$ cat config.mk
export PLATFORM = sky130hd
export DESIGN_NAME = if_fetch_stage
export DESIGN_NICKNAME = d
export VERILOG_FILES = /design/src/rtl/if_fetch_stage.sv
export SDC_FILE = /design/constraint.sdc
export NUM_CORES = 1
export LEC_CHECK = 0
export ABC_AREA = 1
export CAP_MARGIN = 20
export CORE_AREA = 2 2 186 188
export DETAILED_ROUTE_END_ITERATION = 8
export DIE_AREA = 0 0 188 190
export PLACE_DENSITY = 0.76
export SYNTH_ARGS = -nofsm -noshare
export SYNTH_HDL_FRONTEND = slang
export SYNTH_SLANG_ARGS = --single-unit
$ cat constraint.sdc
create_clock -name clk -period 2.5 [get_ports clk]
set_clock_uncertainty 0.2 [all_clocks]
set_input_delay 0.5 -clock clk [delete_from_list [all_inputs] [get_ports clk]]
set_output_delay 0.5 -clock clk [all_outputs]
set_load 0.005 [all_outputs]
$ cat src/rtl/if_fetch_stage.sv
// Instruction fetch stage: issues PC requests, buffers in-order responses with their PCs, flushes on redirect.
// Optional IF_FETCH_STAGE_PERF_EN adds a saturating decode-starvation counter on stall_cycles.
module if_fetch_stage #(
    parameter int unsigned FIFO_DEPTH      = 4,
    parameter int unsigned MAX_OUTSTANDING = 2
) (
    input  logic        clk,
    input  logic        rst_n,
    input  logic [31:0] pc,
    input  logic        redirect,
    output logic        pc_advance,
    output logic        imem_req_valid,
    input  logic        imem_req_ready,
    output logic [31:0] imem_req_addr,
    input  logic        imem_rsp_valid,
    input  logic [31:0] imem_rsp_data,
    output logic        id_valid,
    input  logic        id_ready,
    output logic [31:0] id_instr,
    output logic [31:0] id_pc,
    output logic [31:0] stall_cycles
);

    localparam int unsigned FP_W  = $clog2(FIFO_DEPTH);
    localparam int unsigned PQ_W  = (MAX_OUTSTANDING > 1) ? $clog2(MAX_OUTSTANDING) : 1;
    localparam int unsigned CNT_W = $clog2(FIFO_DEPTH) + 2;

    typedef struct packed {
        logic [31:0] addr;
        logic [31:0] instr;
    } fetch_entry_t;

    logic [CNT_W-1:0] r_outstanding;
    logic [CNT_W-1:0] r_discard;
    logic [CNT_W-1:0] r_fifo_count;
    logic [31:0]      r_pq [MAX_OUTSTANDING];
    logic [PQ_W-1:0]  r_pq_head;
    logic [PQ_W-1:0]  r_pq_tail;
    fetch_entry_t     r_fifo [FIFO_DEPTH];
    logic [FP_W-1:0]  r_wr_ptr;
    logic [FP_W-1:0]  r_rd_ptr;

    logic             w_req_valid;
    logic             w_accept;
    logic             w_rsp_live;
    logic             w_rsp_drop;
    logic             w_id_valid;
    logic             w_pop;
    logic [CNT_W-1:0] w_inflight;
    logic [CNT_W-1:0] w_discard_flush;

    function automatic logic [PQ_W-1:0] pq_inc(input logic [PQ_W-1:0] p);
        return (p == PQ_W'(MAX_OUTSTANDING - 1)) ? '0 : p + PQ_W'(1);
    endfunction

    // Credit check: every live response is guaranteed a free FIFO slot.
    always_comb begin
        w_inflight      = r_outstanding + r_discard;
        w_req_valid     = rst_n && !redirect
                          && (w_inflight < CNT_W'(MAX_OUTSTANDING))
                          && ((r_outstanding + r_fifo_count) < CNT_W'(FIFO_DEPTH));
        w_accept        = w_req_valid && imem_req_ready;
        w_rsp_drop      = imem_rsp_valid && !redirect && (r_discard != '0);
        w_rsp_live      = imem_rsp_valid && !redirect && (r_discard == '0) && (r_outstanding != '0);
        w_id_valid      = (r_fifo_count != '0);
        w_pop           = w_id_valid && id_ready && !redirect;
        w_discard_flush = w_inflight - CNT_W'(imem_rsp_valid && (w_inflight != '0));
    end

    assign imem_req_valid = w_req_valid;
    assign pc_advance     = w_accept;
    assign imem_req_addr  = pc;
    assign id_valid       = w_id_valid;
    assign id_instr       = r_fifo[r_rd_ptr].instr;
    assign id_pc          = r_fifo[r_rd_ptr].addr;

    always_ff @(posedge clk or negedge rst_n) begin
        if (!rst_n) begin
            r_outstanding <= '0;
            r_discard     <= '0;
            r_fifo_count  <= '0;
            r_pq_head     <= '0;
            r_pq_tail     <= '0;
            r_wr_ptr      <= '0;
            r_rd_ptr      <= '0;
            for (int unsigned i = 0; i < MAX_OUTSTANDING; i++) r_pq[i] <= '0;
            for (int unsigned i = 0; i < FIFO_DEPTH; i++) r_fifo[i] <= '0;
        end else if (redirect) begin
            // Everything in flight becomes stale; the coincident response is the first one dropped.
            r_outstanding <= '0;
            r_discard     <= w_discard_flush;
            r_fifo_count  <= '0;
            r_pq_head     <= '0;
            r_pq_tail     <= '0;
            r_wr_ptr      <= '0;
            r_rd_ptr      <= '0;
        end else begin
            r_outstanding <= r_outstanding + CNT_W'(w_accept) - CNT_W'(w_rsp_live);
            r_fifo_count  <= r_fifo_count + CNT_W'(w_rsp_live) - CNT_W'(w_pop);
            if (w_rsp_drop) r_discard <= r_discard - CNT_W'(1);
            if (w_accept) begin
                r_pq[r_pq_tail] <= pc;
                r_pq_tail       <= pq_inc(r_pq_tail);
            end
            if (w_rsp_live) begin
                r_fifo[r_wr_ptr] <= '{addr: r_pq[r_pq_head], instr: imem_rsp_data};
                r_wr_ptr         <= r_wr_ptr + FP_W'(1);
                r_pq_head        <= pq_inc(r_pq_head);
            end
            if (w_pop) r_rd_ptr <= r_rd_ptr + FP_W'(1);
        end
    end

`ifdef IF_FETCH_STAGE_PERF_EN
    logic [31:0] r_stall_cycles;

    // Saturating count of cycles where decode was ready but starved.
    always_ff @(posedge clk or negedge rst_n) begin
        if (!rst_n) begin
            r_stall_cycles <= '0;
        end else if (id_ready && !w_id_valid && (r_stall_cycles != '1)) begin
            r_stall_cycles <= r_stall_cycles + 32'd1;
        end
    end

    assign stall_cycles = r_stall_cycles;
`else
    assign stall_cycles = '0;
`endif

endmodule

# Word-level counts from Yosys, hierarchy flattened
# Index checks and enable logic that the tools add are counted.
totals:
  word_cells: 93
  inputBits: 70
  ramBits: 0
  n_memories: 0
  latch_bits: 0
  regBits: 338
  output_inout_bits: 131
  romBits: 0
classes:
  muxes: 26
  reduce_logical: 25
  div: 0
  shifts: 0
  multipliers: 0
  bitwise_logic: 5
  magnitude_cmp: 8
  n_addsub: 12
  eq_ne: 0
ops:
  columns: ["op", "count"]
  rows:
  - ["$bwmux W256", 1]
  - ["$mux W64", 3]
  - ["$bmux W64 S2", 1]
  - ["$demux W64 S2", 1]
  - ["$mux W32", 4]
  - ["$bwmux W64", 1]
  - ["$demux W32 S1", 1]
  - ["$mux W4", 4]
  - ["$reduce_bool A4 Y1", 4]
  - ["$logic_and A1 B1 Y1", 13]
  - ["$sub A4 B1 Y4", 3]
  - ["$add A4 B1 Y4", 2]
  - ["$add A4 B4 Y4", 2]
  - ["$mux W2", 4]
  - ["$reduce_bool A2 Y1", 4]
  - ["$ge A3 B3 Y1 const B", 2]
  - ["$mux W1", 6]
  - ["$not A2 Y3", 2]
  - ["$add A2 B1 Y2 const B", 2]
  - ["$ge A2 B2 Y1 const B", 2]
  - ["$logic_not A4 Y1", 1]
  - ["$lt A4 B2 Y1 const B", 1]
  - ["$lt A4 B3 Y1 const B", 1]
  - ["$not A1 Y2", 2]
  - ["other kinds (7)", 9]

# Logic depth before layout (Yosys ltp)
# Gate-level depths: netlist of run 1.
logic_depth:
  word_depth: 8
  depth_mapped: 17

# Worst setup path after synthesis of run 1
# OpenSTA, ideal clock, no wires.
synth_timing:
  path_kind: "register to register"
  from: "register r_outstanding[1]"
  to: "register r_outstanding[1]"
  stages_incl_launch_ff: 14
  path_buffers: 1
  slack_ns: -0.278
  setup_ns: 0.132
  t_required_ns: 2.168
  arrival_ns: 2.447
  cell_sequence: "dfrtp_1 inv_1 fa_1 nand3_2 nor2_1 nand3_1 nor2_2 buf_6 nand2_1 inv_1 ha_1 fa_1 inv_1 nor2_1"
synth_via:
  elab_chain_len: 8
  elab_cells_between_ends: 12
  cone_classes: "add/sub (4); order compare (2); mux (1); reduce/logical (5)"
synth_lines:
  columns: ["element", "line", "text"]
  rows:
  - ["start, declared", "33", "logic [CNT_W-1:0] r_outstanding;"]
  - ["start signal, assigned", "98", "r_outstanding <= r_outstanding + CNT_W'(w_accept) - CNT_W'(w_rsp_live);"]
  - ["$add A4 B4 Y4", "58", "w_inflight = r_outstanding + r_discard;"]
  - ["$lt A4 B2 Y1", "60", "&& (w_inflight < CNT_W'(MAX_OUTSTANDING))"]
  - ["$logic_and A1 B1 Y1", "60", null]
  - ["$logic_and A1 B1 Y1 *", "61", "&& ((r_outstanding + r_fifo_count) < CNT_W'(FIFO_DEPTH));"]
  - ["$logic_and A1 B1 Y1 *", "62", "w_accept = w_req_valid && imem_req_ready;"]
  - ["via pc_advance", "11", "output logic pc_advance,"]
  - ["$add A4 B1 Y4 *", "98", null]
  - ["$sub A4 B1 Y4 *", "98", null]
  - ["$mux W4 *", "88", "end else if (redirect) begin"]
# Mark *: on every way through the listed nets, which the timed path passes. The rest lies on a longest branch.
# A chain may end at the register's enable or synchronous reset.

# Worst setup path in the final report of run 1
layout_timing:
  from: "register r_discard[0]"
  to: "output pc_advance"
layout_via:
  elab_chain_len: 5
layout_lines:
  columns: ["element", "line", "text"]
  rows:
  - ["start, declared", "34", "logic [CNT_W-1:0] r_discard;"]
  - ["start signal, assigned", "91", "r_discard <= w_discard_flush;"]
  - ["start signal, assigned", "100", "if (w_rsp_drop) r_discard <= r_discard - CNT_W'(1);"]
  - ["$add A4 B4 Y4", "58", null]
  - ["$lt A4 B2 Y1", "60", null]
  - ["$logic_and A1 B1 Y1", "60", null]
  - ["$logic_and A1 B1 Y1", "61", null]
  - ["$logic_and A1 B1 Y1", "62", null]
  - ["end, declared", "11", null]
# Every way passes these cells.

==> metrics.yaml, run 1 <==
synth_sequential_area_ratio_pct: 49.8
vias_per_cell: 5.83
cap_violations: 0
h-tree-depth: 2
cts.path.max_buffers: 3
slowest_stage: "fa_2"
drt_iter0_markers: 1397
grt_setup_unrepaired: "true"
p_per_area_mw_per_mm2: 859
syn-instance-count: 2120
slew_headroom_pct: 30.8
crit_arrival_ns: 2.39
cp-start-kind: "flop"
leakage_nw: 11.8
fp-row-count: 68
antenna_found_initial: 1
cts_tree: "yes"
vdd.ir_drop.worst_uv: 597
yosysMostFrequentCell: "nand2_1"
ys_ff_latch: 338
area.growth.synth_to_final_pct: 32.9
drv_slew: 0
cts.sinks: 338
tightest_slew_ns: 1.03
grt_usage_pct: 28.3
gp_congestion: 0.806
dieHeight_um: 190
hpwl_mm: 28.7
core_mm2: 0.0339
cts-root-buf: "clkbuf_16"
ys_async_sr_fraction_pct: 100
grt_pass1_vias: 15500
first_pass_iters: 5
period_minus_slack_ns: 3.09
synth-main-ff-cell: "dfrtp_1"
clk-insertion-delay-late_ns: 0.54
portBuffers: 168
wire_per_inst_um: 19.6
antenna_cells: 0
violations: "setup timing"
hold_viol_final: 0
num_vias: 16200
crit_chain: "ha_2 -> inv_2 -> fa_2 -> nand3_2 -> nor2_1 -> nand3_1 -> nor2_4 -> buf_6 -> nand2_4 -> inv_4 -> buf_6"
routed_wl_mm: 54.6
grt_max_degree: 159
yosysWarningCount: 0
design_area_mm2: 0.0226
critPathMaxStageDelay_ns: 0.54
min_path_type: "in2async"
drive_gt1_share_pct: 23.0
total_power_mw: 19.4
path_delay_family: "adder cells"
placed_cell_area_mm2: 0.0191
overflow: 0
syn_area_mm2: 0.0170
post-route-drc-count: 0
final_nets: 2399
outcome: "finished with violations"
fmaxAchievable_mhz: 323
final.setup.worst_slack_ns: -0.594
synth_top_area_share_pct: 49.8
cts.clk_slew.worst_paths_ns: 0.06
start_util_pct: 50.0
synth_top_cells_by_count: "769 x nand2_1, 338 x dfrtp_1, 285 x o21ai_0, 146 x nor2_1, 109 x o21ai_1"
synth.area.top_cells: "dfrtp_1 50%, nand2_1 17%, o21ai_0 8.4%, buf_4 3.9%, nor2_1 3.2%"
crit_path_end_kind: "output pin"
post-route-period-util_pct: 124
synth_cell_type_count: 32
cp_max_fo: 2
synth_area_per_cell_um2: 8.01
die_x_um: 188
yosysTopAreaCell: "dfrtp_1"
grt_pass1_wl_mm: 81.6
ant_nets: 0
synth_edf_count: 0
cts_buffers: 37
crit_path_frequent_cell: "buf_6"
crit_type: "reg2out"
setup_viol: 108
design.die.area_mm2: 0.0357
crit_required_ns: 1.80
io_pins: 201
crit_buf_inv: 4
[registers in the layout, indices dropped and copies added, names as in the netlist, 2 cells and up]
name and count:
r_fifo_count 4, r_outstanding 4, r_wr_ptr 2, r_pq 64, r_discard 4, r_rd_ptr 2
r_fifo 256
[routing by layer]
metal,vias to the layer above,wire length (um),global-route usage [%]
li1,7247,-,-
met1,7900,21300,37.7
met2,905,26900,47.9
met3,150,4520,3.86
met4,0,1900,9.42
met5,-,0,0
[through the flow]
step / TNS [ns] / instances / util (%) / worst slack, ns / hold slack [ns]
global placement: -30.55 / 2645 / 56.2 / -0.433 / 0.254
detailed placement: -31.06 / 2645 / 56.2 / -0.450 / 0.263
CTS: -16.75 / 2761 / 63.2 / -0.614 / 0.112
floorplan: -0.802 / 2151 / - / -0.238 / 0.00441
global route: -24.30 / 2781 / 66.5 / -0.679 / 0.138
finish: -15.53 / 2781 / 66.5 / -0.594 / 0.0739
[tightest hold or removal path, delay by kind of cell]
| family | cells | cell delay [ns] |
|---|---|---|
| buffers and inverters | 3 | 0.76 |
[path summary, 6_finish.rpt]
check / startpoint / endpoint / slack, ns / cells after the start
max: r_discard[0] / pc_advance / -0.59 / 11
min: rst_n / r_fifo[156] / 0.07 / 3
max reg2reg: r_discard[0] / r_discard[1] / -0.52 / 16
min reg2reg: r_fifo[157] / r_fifo[157] / 0.28 / 2
max in group asynchronous: rst_n / r_rd_ptr[0] / 1.26 / 3
min in group clk: imem_req_ready / r_pq_tail / 0.16 / 4
[cells in the final DEF (no fill, tap or decap), types with 3 or more instances in the layout]
| cell | netlist | routed |
|---|---|---|
| nor2_4 | 2 | 36 |
| buf_4 | 88 | 59 |
| o22ai_4 | 0 | 4 |
| nand2_1 | 769 | 765 |
| clkinv_2 | 0 | 4 |
| inv_1 | 38 | 26 |
| o21ai_0 | 285 | 173 |
| nand3_2 | 3 | 4 |
| o21ai_2 | 0 | 51 |
| buf_12 | 0 | 40 |
| buf_16 | 0 | 13 |
| dfrtp_1 | 338 | 336 |
| a21oi_1 | 6 | 5 |
| clkbuf_1 | 86 | 9 |
| buf_6 | 26 | 42 |
| inv_2 | 5 | 14 |
| nand3_1 | 16 | 14 |
| conb_1 | 1 | 32 |
| ha_4 | 0 | 5 |
| xor2_1 | 4 | 4 |
| clkbuf_8 | 0 | 9 |
| fa_2 | 0 | 3 |
| buf_2 | 11 | 59 |
| o21ai_1 | 109 | 154 |
| nor2_8 | 4 | 4 |
| o22ai_1 | 64 | 10 |
| clkdlybuf4s50_1 | 0 | 99 |
| nand4_1 | 66 | 66 |
| o21ai_4 | 0 | 16 |
| clkbuf_16 | 0 | 52 |
| o22ai_2 | 0 | 50 |
| buf_8 | 0 | 10 |
| nand2_2 | 4 | 6 |
| nor2_1 | 146 | 78 |
| nor2_2 | 1 | 35 |
| ha_1 | 23 | 16 |
[layout make-up]
class / instances / area (um2)
fill: 2541 / 11400
sequential: 338 / 8460
multi-input combinational: 1545 / 8320
timing repair buffer: 337 / 3870
clock buffer: 56 / 1110
tap: 455 / 569
inverter: 44 / 178
clock inverter: 6 / 56.3
[logic make-up (layout without fill, tap and decap cells)]
group	count (synthesis)	after routing	synth area share [%]
simple gates	1016	1016	24.5
compound gates	465	465	14.2
flops	338	338	49.8
buf+inv	268	443	9.10
fa+ha+maj	26	26	2.05
xor+xnor	6	6	0.310
other cells	1	32	0.0221
[report_power, final]
part,switching [mW],leakage (nW),internal [mW]
Clock,2.22,0.576,3.07
Combinational,4.10,6.58,3.63
Sequential,0.349,4.68,6.02
[what timing repair did]
action / in CTS / in global routing
setup endpoints to repair: 140 / 304
cloned: 13 / 17
gates resized for setup: 536 / 218
hold buffers: 0 / 0
buffers inserted: 49 / 20
pin swaps: 76 / 93
(Power assumes the default switching activity.)
==> run 2, diff against run 1 <==
- GPL_TIMING_DRIVEN: default -> 0
==> run 2 against run 1 <==
Effect of this change: the flow finishes with violations (hold timing, setup timing); count of clock-buffer cells in the layout unchanged; critical path depth rose by 1; core utilization increased by 1.7 points; largest cell class unchanged.
==> metrics.yaml, run 2 (synthesis results as in run 1) <==
outcome: "finished with violations"
violations: "hold timing, setup timing"
p_per_area_mw_per_mm2: 839  # -2.3%
gp_congestion: 0.878  # +8.9%
crit_arrival_ns: 2.55  # +0.16 ns
leakage_nw: 12.2  # +3.0%
cts.sinks: 338  # unchanged
grt_pass1_vias: 16400  # +5.7%
first_pass_iters: 7  # +2
clk-insertion-delay-late_ns: 0.54  # about the same
placed_cells: 2776  # +5.0%
crit_chain: "ha_2 -> inv_2 -> fa_2 -> nand3_2 -> nor2_1 -> nand3_1 -> nor2_4 -> buf_6 -> buf_8 -> nand2_4 -> inv_4 -> buf_6"
wire_per_inst_um: 19.5  # -0.53%
overflow: 0  # unchanged
cts.clk_slew.worst_paths_ns: 0.06  # about the same
setup_viol: 124  # +15%
critPathMaxStageDelay_ns: 0.56  # +0.02 ns
slowest_stage: "fa_2"
final_cell_mix: "765 x nand2_1, 337 x dfrtp_1, 163 x o21ai_0"
grt_setup_unrepaired: "true"
post-route-drc-count: 0  # unchanged
antenna_found_initial: 2  # +1
cts.path.max_buffers: 3  # unchanged
cp-start-kind: "flop"
r2r_cells: 14  # -2
crit_required_ns: 1.80  # about the same
cts_buffers: 38  # +2.7%
vias_per_cell: 5.81  # -0.23%
core_mm2: 0.0339  # unchanged
ant_nets: 0  # unchanged
crit_type: "reg2out"
routed_wl_mm: 57.1  # +4.6%
total_power_mw: 19.4  # +0.28%
hpwl_mm: 33.9  # +18%
grt_pass1_wl_mm: 85.8  # +5.1%
die_x_um: 188  # unchanged
min_path_type: "in2async"
crit_path_end_kind: "output pin"
h-tree-depth: 2  # unchanged
drv_slew: 0  # unchanged
start_util_pct: 50.0  # unchanged
holdWs_ns: -0.333  # -0.406 ns
cts_tree: "yes"
cap_violations: 0  # unchanged
r2r_start: "r_discard[0]"
period_minus_slack_ns: 3.25  # +0.153 ns
largest_reg_flops: 256  # unchanged
drt_iter0_markers: 1963  # +41%
vdd.ir_drop.worst_uv: 505  # -15%
cts-root-buf: "clkbuf_16"
post-route-period-util_pct: 130  # +6.1 points
area.growth.synth_to_final_pct: 36.4
design.die.area_mm2: 0.0357  # unchanged
tightest_slew_ns: 0.807  # -0.225 ns
critPathLaunch: "r_outstanding[0]"
placed_cell_area_mm2: 0.0194  # +1.8%
grt_max_degree: 110  # -31%
num_vias: 17000  # +4.9%
reg.largest.list: "r_fifo: 256 flops, r_pq: 64 flops"
worst_r2r_endpoint: "r_fifo_count[2]"
final_core_util_pct: 68.2  # +1.7 points
fp-row-count: 68  # unchanged
largest_register: "r_fifo"
final.setup.worst_slack_ns: -0.746  # -0.153 ns
design_area_mm2: 0.0232  # +2.6%
final_nets: 2537  # +5.8%
drive_gt1_share_pct: 24.8  # +1.8 points
dieHeight_um: 190  # unchanged
hold_viol_final: 38  # +38
r2r_setup_slack_ns: -0.59  # -0.07 ns
cp_max_fo: 2  # unchanged
final_cells: 2924  # +5.1%
portBuffers: 167  # -0.60%
final_common_cell: "nand2_1"
grt_usage_pct: 29.9  # +1.6 points
fmaxAchievable_mhz: 308  # -4.7%
slew_headroom_pct: 46.2  # +15 points
endpoint: "pc_advance"
crit_path_frequent_cell: "buf_6"
io_pins: 201  # unchanged
-- run 2: cell count changes in the layout (fill, tap and decap cells not counted), moves of 10 or more --
cell,previous run,this run
o21ai_0,173,163
buf_4,59,113
buf_1,0,13
o21ai_4,16,27
buf_6,42,58
clkbuf_1,9,52
buf_12,40,13
buf_8,10,25
clkbuf_4,0,11
nor2_2,35,46
-- run 2: critical path: cells and delay by family (launching register included) --
| family | cells | cell delay, ns |
|---|---|---|
| and+or+nand+nor | 5 | 0.49 |
| buffers and inverters | 5 | 0.43 |
| adders and majority gates | 2 | 0.75 |
| DFF | 1 | 0.35 |
-- run 2: repair_timing --
action,CTS,global route
resized for setup,645,265
setup buffers,46,40
pin swaps,69,83
gates cloned,12,9
hold endpoints to repair,38,38
setup endpoints to repair,138,237
-- run 2: layout make-up --
cell class / instances / area [um2]
Antenna cell: 1 / 2.50
Multi-Input combinational cell: 1547 / 8360
Sequential cell: 338 / 8460
Tap cell: 455 / 569
Inverter: 44 / 184
Buffer: 208 / 1670
Clock buffer: 56 / 1150
Fill cell: 2468 / 10800
Clock inverter: 11 / 82.6
Timing Repair Buffer: 264 / 2680
-- run 2: metrics by stage --
step	setup WS (ns)	hold WS, ns	TNS [ns]
after floorplan	-0.238	0.00441	-0.802
after global placement	-13.87	0.253	-5567.51
after global routing	-0.812	-0.307	-39.69
after detailed placement	-1.04	0.213	-91.31
after CTS	-0.767	-0.329	-25.52
final	-0.746	-0.333	-31.79
-- run 2: how the worst min path moves through the flow --
stage | start | end | slack, ns | depth (start not counted)
CTS | rst_n | r_fifo[90] | -0.33 | 1
global route | rst_n | r_fifo[32] | -0.31 | 1
finish | rst_n | r_fifo[90] | -0.33 | 1
detailed placement | rst_n | r_fifo[90] | 0.21 | 1
global placement | r_fifo[121] | r_fifo[121] | 0.25 | 2
floorplan | rst_n | r_discard[0] | 0.004 | 0
-- run 2: routing by layer --
metal	share of wire, %	up-vias	global-route usage, %
li1	-	7532	-
met4	4.9	0	14.2
met3	9.2	263	5.48
met1	38	8098	38.3
met2	48	1103	49.3
met5	0	-	0
-- run 2: power breakdown --
part           internal (mW)  switching [mW]  leakage, nW
logic                   3.37            4.11         6.90
clock network           3.29            2.29        0.615
registers               6.02           0.362         4.68
